<file path="src/rtl/core_intf_trace_rom.sv">
// core_intf_trace_rom
//   Per-core trace ROM for the multicore cache bench. For one core it plays
//   back a program that writes words_p words into that core's private region,
//   reads each one back and checks the returned value, and then signals done.
//   Lookup is purely combinational (addr_i -> data_o in the same cycle), which
//   is what the trace-replay node expects.
//
//   Optional build: define TRACE_ROM_MONITOR_EN to add a sticky error_o flag.
//   It is set when the replay node indexes past the done entry. Without the
//   macro, error_o is tied low and clk_i/reset_i are unused.
//
//   Word layout: {op[3:0], payload[68:0]}
//     send    : payload = {4'b0, we, addr[31:0], wdata[31:0]}
//     receive : payload = {37'b0, rdata[31:0]}
//     done    : payload = 69'b0

module core_intf_trace_rom #(
    parameter int width_p      = 73,
    parameter int addr_width_p = 15,
    parameter int core_id_p    = 0,
    parameter int words_p      = 16
) (
    input  logic                    clk_i,
    input  logic                    reset_i,
    input  logic [addr_width_p-1:0] addr_i,
    output logic [width_p-1:0]      data_o,
    output logic                    error_o
);

    localparam logic [3:0] op_send_lp = 4'b0001;
    localparam logic [3:0] op_recv_lp = 4'b0010;
    localparam logic [3:0] op_done_lp = 4'b0011;

    // Each core owns a 512-byte window, so the cores never share addresses.
    localparam logic [31:0] base_lp       = 32'(core_id_p) * 32'h200;
    localparam logic [7:0]  core_byte_lp  = 8'(core_id_p);
    localparam logic [31:0] n_write_lp    = 32'(words_p);
    localparam logic [31:0] n_total_lp    = 32'(3 * words_p);

    // pat(i) is the data word that the program writes to, and expects back
    // from, word i of this core's region.
    function automatic logic [31:0] pat(input logic [15:0] idx);
        return {core_byte_lp, 8'hA5, idx};
    endfunction

    logic [31:0] k;
    logic [31:0] rel;
    logic [31:0] j;
    logic [72:0] word;

    assign k = 32'(addr_i);

    // Decode the entry index into the write phase, the read/check phase or done.
    always_comb begin
        rel  = k - n_write_lp;
        j    = {1'b0, rel[31:1]};
        word = {op_done_lp, 69'b0};
        if (k < n_write_lp) begin
            word = {op_send_lp, 4'b0, 1'b1, base_lp + (k << 2), pat(k[15:0])};
        end else if (k < n_total_lp) begin
            // Reads and their expected responses are interleaved: even offsets
            // issue the read, odd offsets expect the data.
            if (!rel[0]) begin
                word = {op_send_lp, 4'b0, 1'b0, base_lp + (j << 2), 32'b0};
            end else begin
                word = {op_recv_lp, 37'b0, pat(j[15:0])};
            end
        end
    end

    assign data_o = word;

`ifdef TRACE_ROM_MONITOR_EN
    logic error_q;

    // Sticky flag for any index past the done entry. Reset has priority.
    always_ff @(posedge clk_i) begin
        if (reset_i) begin
            error_q <= 1'b0;
        end else if (k > n_total_lp) begin
            error_q <= 1'b1;
        end
    end

    assign error_o = error_q;
`else
    logic unused_clk_rst;
    assign unused_clk_rst = clk_i ^ reset_i;
    assign error_o        = 1'b0;
`endif

endmodule

</file>
<file path="config.mk">
export PLATFORM = sky130hd
export DESIGN_NAME = core_intf_trace_rom
export DESIGN_NICKNAME = d
export VERILOG_FILES = /design/src/rtl/core_intf_trace_rom.sv
export SDC_FILE = /design/constraint.sdc
export NUM_CORES = 1
export LEC_CHECK = 0
export ABC_AREA = 1
export ABC_CLOCK_PERIOD_IN_PS = 1720
export BUFFER_PORTS_ARGS = -buffer_cell sky130_fd_sc_hd__buf_2
export CAP_MARGIN = 30
export CORE_MARGIN = 5
export CORE_UTILIZATION = 31
export DETAILED_ROUTE_END_ITERATION = 8
export PLACE_DENSITY_LB_ADDON = 0.25
export REMOVE_ABC_BUFFERS = 1
export SKIP_LAST_GASP = 1
export SYNTH_ARGS = -nofsm -noshare
export SYNTH_HDL_FRONTEND = slang
export SYNTH_SLANG_ARGS = --single-unit
export TNS_END_PERCENT = 50
</file>
<file path="constraint.sdc">
create_clock -name vclk -period 1.72
set_input_delay 0.172 -clock vclk [all_inputs]
set_output_delay 0.172 -clock vclk [all_outputs]
set_load 0.1 [all_outputs]
</file>
* After elaboration in Yosys (flattened, before gate mapping)
Index checks and enable logic that the tools add are counted.
** Operators by class
- $mul :: 0
- Shift-type cells :: 0
- Magnitude comparators :: 2
- Equal/unequal tests :: 0
- Mux-type cells :: 3
- Bitwise operators :: 0
- Reductions and logical operators :: 0
- Div/mod/pow operators :: 0
- $add $sub $neg :: 1
** Operators with widths (number)
- 2-to-1 mux 71 bit :: 2
- 2-to-1 mux 73 bit :: 1
- subtractor 15 x 5 -> 16 bit (second input constant) :: 1
- < comparator 15 x 5 -> 1 bit (second input constant) :: 1
- < comparator 15 x 6 -> 1 bit (second input constant) :: 1
** Storage, ports and cells
- Memories kept :: 0
- Bits in registers :: 0
- Input bits :: 17
- Logic and storage cells :: 6
- Latch bits :: 0
- ROM bits :: 0
- Memory bits (writable) :: 0
- Output and inout bits :: 74

* Depth between registers and ports, before layout
- Depth after elaboration :: 4
- Mapped depth :: 7
- Mapped depth without buffers :: 7

* Worst setup path after synthesis
No wires, ideal clock.
- Path type :: input to output
- Start point :: input addr_i[12]
- End point :: output data_o[18]
- Slack :: -1.919 ns
- Buffers on the path :: 1
- Required time :: 1.548 ns
- Data arrival time :: 3.467 ns
- Cell stages on the path :: 6
- Cells stage by stage :: nor2_2 nand2_2 nor2_8 nand2_1 o21ai_0 buf_4
** Between the ends
- Cells in the longest elaborated chain, start to end :: 3
- Elaborated cells between the ends (all ways) :: 4
- Classes of those cells :: order compare (2); mux (2)
** RTL lines
- from (decl) :: RTL line 25 : input logic [addr_width_p-1:0] addr_i,
- < comparator 15 x 6 -> 1 bit :: RTL line 60 : end else if (k < n_total_lp) begin
- 2-to-1 mux 71 bit :: RTL line 60
- 2-to-1 mux 73 bit * :: RTL line 58 : if (k < n_write_lp) begin
- to (decl) :: RTL line 26 : output logic [width_p-1:0] data_o,
Mark *: on every way between the ends. The rest lies on a longest branch, timed or not.

* Worst setup path in the final report
- Start point :: input addr_i[4]
- End point :: output data_o[10]
** Between the ends
- Cells in the longest elaborated chain, start to end :: 4
- Elaborated cells between the ends (all ways) :: 6
- Classes of those cells :: add/sub (1); order compare (2); mux (3)
** RTL lines
- subtractor 15 x 5 -> 16 bit :: RTL line 55 : rel = k - n_write_lp;
- 2-to-1 mux 71 bit :: RTL line 63 : if (!rel[0]) begin
- 2-to-1 mux 71 bit :: RTL line 60
- 2-to-1 mux 73 bit * :: RTL line 58
Marked as above.

==> results.json <==
{
  "final_cell_mix": "44 x buf_12, 29 x conb_1, 16 x buf_2",
  "fp-row-count": 17,
  "cp_cell_sequence": "buf_2 -> buf_4 -> a21oi_2 -> nand4_2 -> buf_4 -> nor2_1 -> buf_12",
  "first_iter_violations": 11,
  "dp_hpwl_um": 2340,
  "syn_avg_cell_area_sq_um": 6.81,
  "syn-cell-area_sq_um": 722,
  "grt_usage_pct": 14.8,
  "vias_per_cell": 4.07,
  "ir_worst_vdd_uv": 526,
  "dpl_cell_area_sq_um": 1560,
  "antenna_cells": 0,
  "pwr_density_cell_nw_per_um2": 213,
  "final_common_cell": "buf_12",
  "postLayoutCellArea_sq_um": 1590,
  "drt_wl_total_um": 2500,
  "drc": 0,
  "ys_warn_count": 0,
  "grt_pass1_wl_um": 4010,
  "postCtsHoldBufs": 0,
  "status": "completed",
  "place_congestion": 0.802,
  "synthSimpleGateAreaFrac_pct": 28.6,
  "path_delay_family": "buffers and inverters",
  "antenna_found_initial": 0,
  "drt-pass1-iter-count": 4,
  "start_kind": "input port",
  "synth_seq_area_share_pct": 0,
  "end_kind": "primary output",
  "core-area_sq_um": 2210,
  "syn_inst": 106,
  "grt_pass1_vias": 887,
  "area_growth_pct": 120,
  "overflow": 0,
  "io_pins": 91,
  "synth-compound-area-share_pct": 12.0,
  "synthAdderAreaFrac_pct": 1.73,
  "initial_utilization_pct": 32.6,
  "drive_above_1_share_pct": 60.5,
  "finalCritPeriodShare_pct": 95.8,
  "cp_slowest_cell": "a21oi_2",
  "fin_setup_tns_ns": 0,
  "cp_max_fo": 8,
  "hold_path_class": "in2out",
  "n_clock_buffer": 0,
  "synth.distinct_cells": 19,
  "fp.dieH_um": 58.3,
  "register_area_sq_um": 0,
  "p_leak_nw": 0.761,
  "synth_top_family_by_area": "buffers and inverters",
  "vias": 774,
  "fmaxAchievable_ghz": 0.607,
  "slew_viol_final": 0,
  "path_common_cell": "buf_4",
  "setup_violations": 0,
  "finalCriticalPeriod_ns": 1.65,
  "die-area_sq_um": 3390,
  "crit_type": "in2out",
  "wl_per_cell_um": 13.2,
  "nFillCells": 186,
  "arrival_ns": 1.48,
  "seq_cells": 0,
  "max-cap-violations": 0,
  "max_stage_delay_ns": 0.22,
  "synth_xor_area_share_pct": 0,
  "ant_nets": 0,
  "nets": 182,
  "multiInputGateArea_sq_um": 423,
  "grt_max_degree": 12,
  "synth_mux_area_share_pct": 0,
  "hold_viol_final": 0,
  "path_buf_inv": 4,
  "numPortBuffers": 60,
  "required_ns": 1.55,
  "fp.dieW_um": 58.3
}
[cell usage after synthesis (all sizes together)]
cell type | count | area (sq um)
a21oi | 1 | 8.76
buf | 49 | 379
conb | 1 | 3.75
ha | 1 | 12.5
inv | 9 | 33.8
nand2 | 10 | 45.1
nand4 | 4 | 52.6
nor2 | 19 | 92.6
nor3 | 1 | 16.3
o21ai | 11 | 77.6
[layer usage]
metal | up-vias | global-route usage [%] | routed length [um]
li1 | 367 | - | -
met1 | 355 | 14.3 | 733
met2 | 52 | 29.5 | 1400
met3 | 0 | 6.90 | 369
met4 | 0 | 0 | 0
met5 | - | 0 | 0
[where the power goes]
group | internal [W] | switching [W]
clock network | 0 | 0
registers | 0 | 0
logic | 0.0000263 | 0.000312
total | 0.0000263 | 0.000312
[cells by family (layout without fill, tap and decap cells)]
group | Yosys count | count (layout)
fa+ha+maj | 1 | 1
other cells | 1 | 29
buf+inv | 58 | 86
simple gates | 34 | 34
compound gates | 12 | 12
[final timing paths]
| check | cells after the start | start | endpoint | slack [ns] |
|---|---|---|---|---|
| min | 4 | addr_i[2] | data_o[35] | 0.77 |
| max | 7 | addr_i[4] | data_o[10] | 0.07 |
[what timing repair did]
item                       CTS  global route
gates resized for setup      0             6
pin swaps                    0             3
buffers inserted             0             1
setup endpoints to repair    8            32
[through the flow]
step                      hold slack (ns)  instances  setup WS [ns]  total power (W)  utilization [%]
after CTS                           0.768        189       -0.00472         0.000334             70.7
after global placement              0.763        189         0.0565         0.000331             70.7
final                               0.767        190         0.0719         0.000338             71.8
after global routing                0.789        190        -0.0106         0.000348             71.8
after floorplan                     0.636         85         -17.59         0.000299                -
after detailed placement            0.768        189        0.00784         0.000334             70.7
[final cells by class]
type	count	area share, %
Timing Repair Buffer	77	69.0
Multi-Input combinational cell	76	26.6
Tap cell	28	2.21
Inverter	9	2.13
Power figures use the tool's default switching activity.
